==> src/rtl/instruction_fetch_unit.sv <==
// Instruction fetch unit.
// Owns the fetch PC and issues word requests to instruction memory over a
// req/ack handshake. Each returned word is buffered with its PC in a small
// prefetch FIFO. Decode drains the FIFO through instr_valid/instr_ready.
// A redirect flushes the buffer and restarts fetch at a new word-aligned
// address.
// Optional feature: define FETCH_STATS_EN to add the stat_fetched and
// stat_flushes counter outputs.
module instruction_fetch_unit #(
  parameter int                 ADDR_W   = 32,
  parameter int                 DEPTH    = 4,
  parameter logic [ADDR_W-1:0]  RESET_PC = '0
) (
  input  logic              clk,
  input  logic              clr_n,
  input  logic              redirect,
  input  logic [ADDR_W-1:0] redirect_pc,
  output logic              imem_req,
  output logic [ADDR_W-1:0] imem_addr,
  input  logic              imem_ack,
  input  logic [31:0]       imem_rdata,
  output logic              instr_valid,
  output logic [31:0]       instr,
  output logic [ADDR_W-1:0] instr_pc,
  input  logic              instr_ready
`ifdef FETCH_STATS_EN
  ,
  output logic [31:0]       stat_fetched,
  output logic [31:0]       stat_flushes
`endif
);

  localparam int PTR_W = $clog2(DEPTH);
  localparam int CNT_W = PTR_W + 1;
  localparam logic [CNT_W-1:0] FULL_CNT = CNT_W'(DEPTH);

  localparam logic [1:0] S_IDLE  = 2'd0;
  localparam logic [1:0] S_REQ   = 2'd1;
  localparam logic [1:0] S_DRAIN = 2'd2;

  logic [1:0]        state, state_nxt;
  logic [ADDR_W-1:0] fetch_pc, fetch_pc_nxt;
  logic [ADDR_W-1:0] addr_nxt;
  logic              req_nxt;
  logic [ADDR_W-1:0] target_pc;
  logic [ADDR_W-1:0] pc_inc;

  logic [31:0]       data_mem [DEPTH];
  logic [ADDR_W-1:0] pc_mem   [DEPTH];
  logic [PTR_W-1:0]  rd_ptr, wr_ptr;
  logic [CNT_W-1:0]  count, count_nxt;
  logic              push, pop;

  // The low address bits of a redirect are ignored; keep them visibly unused.
  logic unused_redirect_bits;
  assign unused_redirect_bits = ^redirect_pc[1:0];

  assign target_pc = {redirect_pc[ADDR_W-1:2], 2'b00};
  assign pc_inc    = fetch_pc + ADDR_W'(4);

  // FIFO head drives decode directly; outputs read zero while empty.
  assign instr_valid = (count != '0);
  assign instr       = instr_valid ? data_mem[rd_ptr] : '0;
  assign instr_pc    = instr_valid ? pc_mem[rd_ptr]   : '0;

  // A redirect kills both the pending push and any pop in the same cycle.
  assign push      = (state == S_REQ) && imem_ack && !redirect;
  assign pop       = instr_valid && instr_ready && !redirect;
  assign count_nxt = count + CNT_W'(push) - CNT_W'(pop);

  // Next-state logic: issue only when a slot is free after this cycle's
  // push/pop, so every outstanding request always owns a FIFO slot.
  always_comb begin
    state_nxt    = state;
    fetch_pc_nxt = fetch_pc;
    req_nxt      = imem_req;
    addr_nxt     = imem_addr;
    case (state)
      S_IDLE: begin
        if (redirect) begin
          state_nxt    = S_REQ;
          fetch_pc_nxt = target_pc;
          req_nxt      = 1'b1;
          addr_nxt     = target_pc;
        end else if (count_nxt < FULL_CNT) begin
          state_nxt = S_REQ;
          req_nxt   = 1'b1;
          addr_nxt  = fetch_pc;
        end
      end
      S_REQ: begin
        if (redirect) begin
          fetch_pc_nxt = target_pc;
          if (imem_ack) begin
            state_nxt = S_REQ;
            req_nxt   = 1'b1;
            addr_nxt  = target_pc;
          end else begin
            state_nxt = S_DRAIN;
          end
        end else if (imem_ack) begin
          fetch_pc_nxt = pc_inc;
          if (count_nxt < FULL_CNT) begin
            req_nxt  = 1'b1;
            addr_nxt = pc_inc;
          end else begin
            state_nxt = S_IDLE;
            req_nxt   = 1'b0;
          end
        end
      end
      S_DRAIN: begin
        if (redirect) begin
          fetch_pc_nxt = target_pc;
        end
        if (imem_ack) begin
          state_nxt = S_REQ;
          req_nxt   = 1'b1;
          addr_nxt  = redirect ? target_pc : fetch_pc;
        end
      end
      default: begin
        state_nxt = S_IDLE;
        req_nxt   = 1'b0;
      end
    endcase
  end

  // FSM, fetch PC and registered memory request outputs.
  always_ff @(posedge clk or negedge clr_n) begin
    if (!clr_n) begin
      state     <= S_IDLE;
      fetch_pc  <= RESET_PC;
      imem_req  <= 1'b0;
      imem_addr <= RESET_PC;
    end else begin
      state     <= state_nxt;
      fetch_pc  <= fetch_pc_nxt;
      imem_req  <= req_nxt;
      imem_addr <= addr_nxt;
    end
  end

  // FIFO pointers and occupancy; a redirect empties the buffer outright.
  always_ff @(posedge clk or negedge clr_n) begin
    if (!clr_n) begin
      rd_ptr <= '0;
      wr_ptr <= '0;
      count  <= '0;
    end else if (redirect) begin
      rd_ptr <= '0;
      wr_ptr <= '0;
      count  <= '0;
    end else begin
      if (push) begin
        wr_ptr <= wr_ptr + PTR_W'(1);
      end
      if (pop) begin
        rd_ptr <= rd_ptr + PTR_W'(1);
      end
      count <= count_nxt;
    end
  end

  // FIFO storage: each entry pairs the returned word with its fetch PC.
  always_ff @(posedge clk) begin
    if (push) begin
      data_mem[wr_ptr] <= imem_rdata;
      pc_mem[wr_ptr]   <= fetch_pc;
    end
  end

`ifdef FETCH_STATS_EN
  // Free-running counters of delivered instructions and redirect cycles.
  always_ff @(posedge clk or negedge clr_n) begin
    if (!clr_n) begin
      stat_fetched <= '0;
      stat_flushes <= '0;
    end else begin
      if (pop) begin
        stat_fetched <= stat_fetched + 32'd1;
      end
      if (redirect) begin
        stat_flushes <= stat_flushes + 32'd1;
      end
    end
  end
`endif

endmodule

==> config.mk <==
export PLATFORM = sky130hd
export DESIGN_NAME = instruction_fetch_unit
export DESIGN_NICKNAME = d
export VERILOG_FILES = /design/src/rtl/instruction_fetch_unit.sv
export SDC_FILE = /design/constraint.sdc
export NUM_CORES = 1
export LEC_CHECK = 0
export BUFFER_PORTS_ARGS = -buffer_cell sky130_fd_sc_hd__buf_4
export CORE_ASPECT_RATIO = 0.7
export CORE_UTILIZATION = 48
export CTS_CLUSTER_DIAMETER = 120
export DETAILED_ROUTE_END_ITERATION = 8
export PLACE_DENSITY = 0.68
export SLEW_MARGIN = 30
export SYNTH_ARGS = -nofsm -noshare
export SYNTH_HDL_FRONTEND = slang
export SYNTH_SLANG_ARGS = --single-unit
==> constraint.sdc <==
create_clock -name clk -period 4.9 [get_ports clk]
set_input_delay 0 -clock clk [delete_from_list [all_inputs] [get_ports clk]]
set_output_delay 0 -clock clk [all_outputs]
set_load 0.005 [all_outputs]
Word-level counts from Yosys, hierarchy flattened:

Memories as Yosys holds them, arrays and structs flattened.
Index checks and enable logic that the tools add are counted.

* bits in registers: 74
* bits in latches: 0
* RAM bits: 256
* memory bits (read-only): 0
* bits of input ports: 69
* output and inout bits: 98
* word-level logic and storage cells: 75
* memories kept: 2

Memory list
* data_mem: depth 4, width 32, read ports 1, clocked after memory_dff 0, write ports 1, RTL line 48 `logic [31:0] data_mem [DEPTH];`
* pc_mem: depth 4, width 32, read ports 1, clocked after memory_dff 0, write ports 1, RTL line 49 `logic [ADDR_W-1:0] pc_mem [DEPTH];`

* $add $sub $neg: 5
* $mul: 0
* div/mod/pow operators: 0
* $lt $le $gt $ge: 1
* equality and inequality tests: 8
* shifts and indexed selects: 0
* mux-type cells: 36
* bitwise logic cells: 0
* reductions and logical operators: 16

Operators with widths (count)
* 2-to-1 mux 32 bit: 12
* case mux 32 bit (3 select lines): 1
* case mux 32 bit (2 select lines): 1
* adder 32 x 3 -> 32 bit, second input constant: 1
* 2-to-1 mux 2 bit: 11
* != test 3 bit, second input constant: 3
* 2-to-1 mux 1 bit: 8
* case mux 2 bit (3 select lines): 1
* nonzero test 2 bit: 3
* nonzero test 3 bit: 2
* AND reduction 5 bit: 1
* adder 2 x 1 -> 2 bit, second input constant: 2
* logical AND 1 bit: 4
* != test 2 bit, second input constant: 2
* AND reduction 2 bit: 2
* AND reduction 4 bit: 1
* adder 3 x 1 -> 3 bit: 1
* less-than comparator 3 bit, second input constant: 1
* 2-to-1 mux 3 bit: 1
* != test 3 x 2 -> 1 bit, second input constant: 1
* case mux 1 bit (3 select lines): 1
* subtractor 3 x 1 -> 3 bit: 1
* == test 2 x 1 -> 1 bit, second input constant: 1
* == test 2 bit, second input constant: 1
* 3 further kinds: 3

Logic depth before layout (Yosys ltp):

* depth after elaboration: 10
* gate-level depth with buffers: 17
* gate-level depth less buffers: 14

Worst setup path before layout:

No wires, ideal clock.

* path kind: flip-flop to flip-flop
* start: register state[0]
* end: register imem_addr[11]
* library setup time: 94 ps
* data arrival time: 3426 ps
* required time: 4806 ps
* slack: 1380 ps
* stages on the path, launching flop included: 18
* buffers on the path: 3
* period minus slack after synthesis: 3520 ps
* cell sequence: dfrtp_1 > clkbuf_1 > nor2b_1 > clkbuf_1 > nand2_1 > nor2_1 > inv_1 > ha_1 > inv_1 > ha_1 > inv_1 > fa_1 > xnor3_1 > or2_2 > o21ai_1 > nor2_1 > clkbuf_1 > a211oi_1

* word-level cells in the longest chain between the ends: 8
* elaborated cells between the ends (all ways): 15
* classes of those cells: add/sub: 2; order compare: 1; eq/ne: 6; mux: 1; reduce/logical: 5

RTL lines
* from (decl): RTL line 41 `logic [1:0] state, state_nxt;`
* from (signal assigned): RTL line 137 `state <= state_nxt;`
* == test 2 x 1 -> 1 bit: RTL line 67, 78
* logical AND 1 bit (2 in a row): RTL line 67 `assign push = (state == S_REQ) && imem_ack && !redirect;`
* adder 3 x 1 -> 3 bit: RTL line 69 `assign count_nxt = count + CNT_W'(push) - CNT_W'(pop);`
* subtractor 3 x 1 -> 3 bit: RTL line 69
* less-than comparator 3 bit: RTL line 85, 103
* != test 3 x 2 -> 1 bit (no source line) / != test 3 bit (equally long branches)
* AND reduction 5 bit (no source line)
* to (signal assigned): RTL line 140 `imem_addr <= addr_nxt;`
* to (decl): RTL line 19 `output logic [ADDR_W-1:0] imem_addr,`

Parallel ways exist; a longest one is shown, timed or not.
A chain may end at the register's enable or synchronous reset.

Worst setup path in the final report:

* start: register state[1]
* end: register imem_addr[29]

Same word-level chain as after synthesis.

==> results.json <==
{
  "report.final.slew_viol_count": 0,
  "grt_pass1_vias": 9262,
  "fin_skew_ns": 0.0143,
  "antenna_left": 0,
  "route.detailed.vias_per_inst": 5.86,
  "worst_slew_pin_slew_ns": 0.993,
  "gr_overflow_total": 0,
  "slew-limit-headroom_pct": 33.4,
  "share_of_synthesized_registers_carrying_an_async_set_or_reset_pct": 22.4,
  "crit_path_top_delay_cell": "sky130_fd_sc_hd__dfrtp_1",
  "htree_num_levels": 1,
  "grt_pass1_wl_microns": 54000,
  "antenna_cells_inserted": 0,
  "die_height_microns": 147,
  "critical_path.max_fanout": 32,
  "synthesis.area_per_instance_sq_um": 14.8,
  "endpoint_kind_of_the_worst_setup_timing_path": "flop",
  "kind_of_critical_path": "flop to flop",
  "track_usage_pct": 22.9,
  "num-fill-cells": 2273,
  "max_stage_delay_ns": 0.58,
  "flow.area_growth_from_synthesis_pct": 22.3,
  "grt_start_max_net_pins": 77,
  "main_synth_ff_type": "sky130_fd_sc_hd__edfxtp_1",
  "finalWeightedCongestion": 0.906,
  "timing_hold_violations_final": 0,
  "initialDrtViolationCount": 937,
  "hold_slack_ns": 0.0287,
  "clkTransAtPathRegs_ns": 0.06,
  "cp-start-kind": "flop",
  "yosysTopAreaCellShare_pct": 53.5,
  "tritoncts.num_buffers": 31,
  "start_util_pct": 49.3,
  "synth-edff-count": 256,
  "cts_max_path_buffers": 3,
  "syn_inst": 974,
  "worstHoldPathType": "primary input to flop",
  "floorplan.die_area_sq_um": 30700,
  "post_synth_num_cell_types": 65,
  "most-common-layout-cells": "sky130_fd_sc_hd__edfxtp_1, sky130_fd_sc_hd__buf_4, sky130_fd_sc_hd__dfrtp_1, sky130_fd_sc_hd__and2_1, sky130_fd_sc_hd__dlygate4sd3_1",
  "timing.max_cap.violations": 0,
  "synth-seq-area-share_pct": 66.4,
  "netlist_area_sq_um": 14400,
  "post-route-period-util_pct": 76.8,
  "clock_latency_ns": 0.55,
  "synth_largest_area_cell": "sky130_fd_sc_hd__edfxtp_1",
  "buffer_ports.inserted": 164,
  "num_vias": 9291,
  "critPathRequiredTime_ns": 5.33,
  "final.min_clock_period_ns": 3.76,
  "pwr_density_cell_nw_per_um2": 509,
  "worstHoldPathCells": 2,
  "fp.dieW_microns": 209,
  "pin_count": 167,
  "drc": 0,
  "design.core.area_sq_um": 29100,
  "ir_worst_vdd_uv": 307,
  "design.final.nets": 1260,
  "clock.fmax_ghz": 0.266,
  "outcome": "completed",
  "detailed_place_hpwl_microns": 22200,
  "floorplan.rows": 52,
  "finalSetupTns_ns": 0,
  "route.final.wire_length_microns": 34800,
  "yosys_register_bits": 330,
  "synth_fp_nets": 1051,
  "clkSinkCount": 330,
  "wl_per_cell_microns": 21.9,
  "cell_at_the_root_of_the_clock_tree": "sky130_fd_sc_hd__clkbuf_16",
  "worst_ep_arrival_time_ns": 4.20,
  "yosys-top-cells-area": "sky130_fd_sc_hd__edfxtp_1, sky130_fd_sc_hd__dfrtp_1, sky130_fd_sc_hd__mux4_2",
  "layout_commonest_cell": "sky130_fd_sc_hd__edfxtp_1",
  "postLayoutSetupSlackWorst_ns": 1.14,
  "critical_path.most_common_cell": "sky130_fd_sc_hd__inv_1",
  "setup_viol_count_final": 0,
  "detailedPlace.worstSlack_ns": 1.21,
  "rsz0062_at_grt": "no",
  "cts_tree": "yes",
  "worstRegToRegCells": 15,
  "drt-pass1-iter-count": 5,
  "cp_cell_sequence": "nor2b_1 -> nand2_1 -> nor2_1 -> inv_1 -> ha_1 -> inv_1 -> ha_1 -> inv_1 -> fa_1 -> xnor3_1 -> or2_2 -> o21ai_2 -> buf_4 -> nor2_1 -> a221o_1",
  "initial_antenna_violation_count": 0,
  "post_route_cells_drive_above_1_share_pct": 25.8,
  "yosysWarnings": 0,
  "cellLeakagePower_nw": 6.28
}
what timing repair did:
item                                   CTS  global route
buffers inserted                         0             0
gates resized for setup                  0             0
hold buffers                            65             0
endpoints found under the hold margin  269             0
per-layer routing:
layer	up-vias	wire, microns	global-route usage (%)
li1	4159	-	-
met1	4698	15700	34.8
met2	377	15800	34.8
met3	57	2580	4.02
met4	0	748	5.26
met5	-	0	0
flip-flops by register name, summed over array words and instances (netlist names):
| signal | count |
|---|---|
| rd_ptr | 2 |
| wr_ptr | 2 |
| fetch_pc | 32 |
| imem_req | 1 |
| imem_addr | 32 |
| pc_mem | 128 |
| count | 3 |
| state | 2 |
| data_mem | 128 |
cells in the mapped netlist, drive strengths merged (8+ instances only):
library cell and n:
dfrtp 74, and2 75, nand4 20, clkbuf 49
nor2b 10, xnor2 15, mux2i 8, nand3 18
a211oi 16, inv 13, nor2 50, mux4 64
a21oi 32, nand2 57, nor3 24, edfxtp 256
buf 21, o21ai 38, and3 11, xor2 12
nor4 10
layout make-up:
type                       count  area, sq um  area share [%]
timing repair buffer         246         2040            11.6
sequential                   330         9550            54.3
clock inverter                 9         47.5           0.271
clock buffer                  48          890            5.06
multi-input combinational    561         4530            25.8
tap                          378          473            2.69
inverter                      13         48.8           0.278
critical path, delay by kind of cell (launching register included):
family / cells / cell delay (ns)
AND/OR/NAND/NOR: 5 / 1.05
adder cells (fa/ha/maj): 3 / 0.77
flip-flops: 1 / 0.58
buffers and inverters: 4 / 0.57
AO/OA/AOI/OAI: 2 / 0.45
XOR/XNOR: 1 / 0.22
worst paths after layout:
check                                  start            end  slack, ns
worst max-delay path                state[1]  imem_addr[29]       1.14
worst min-delay path                redirect      wr_ptr[0]       0.03
worst max register to register      state[1]  imem_addr[29]       1.14
worst min register to register  imem_addr[8]   imem_addr[8]       0.48
max in group asynchronous              clr_n      rd_ptr[1]       4.29
min in group asynchronous              clr_n  imem_addr[23]       0.06
report_power, final:
group | switching, W | total, W | internal [W]
sequential | 0.000529 | 0.00401 | 0.00348
combinational | 0.00133 | 0.00271 | 0.00137
clock | 0.000983 | 0.00223 | 0.00124
stage by stage:
stage / std cells / power (W) / utilization, % / cell area (sq um)
2_1_floorplan: 974 / 0.00544 / - / 14400
3_3_place_gp: 1463 / 0.00667 / 54.8 / 16000
3_5_place_dp: 1463 / 0.00674 / 54.8 / 16000
4_1_cts: 1585 / 0.00900 / 60.3 / 17600
5_1_grt: 1585 / 0.00940 / 60.3 / 17600
6_report: 1585 / 0.00894 / 60.3 / 17600
kinds of logic after synthesis:
family                   count (synthesis)  synth area share (%)
AO/OA/AOI/OAI                          145                  6.51
XOR/XNOR                                28                  1.80
adder cells (fa/ha/maj)                  8                 0.749
buffers and inverters                   83                  2.29
flip-flops                             330                  66.4
multiplexers                            73                  10.7
AND/OR/NAND/NOR                        307                  11.6
Power figures use the tool's default switching activity.
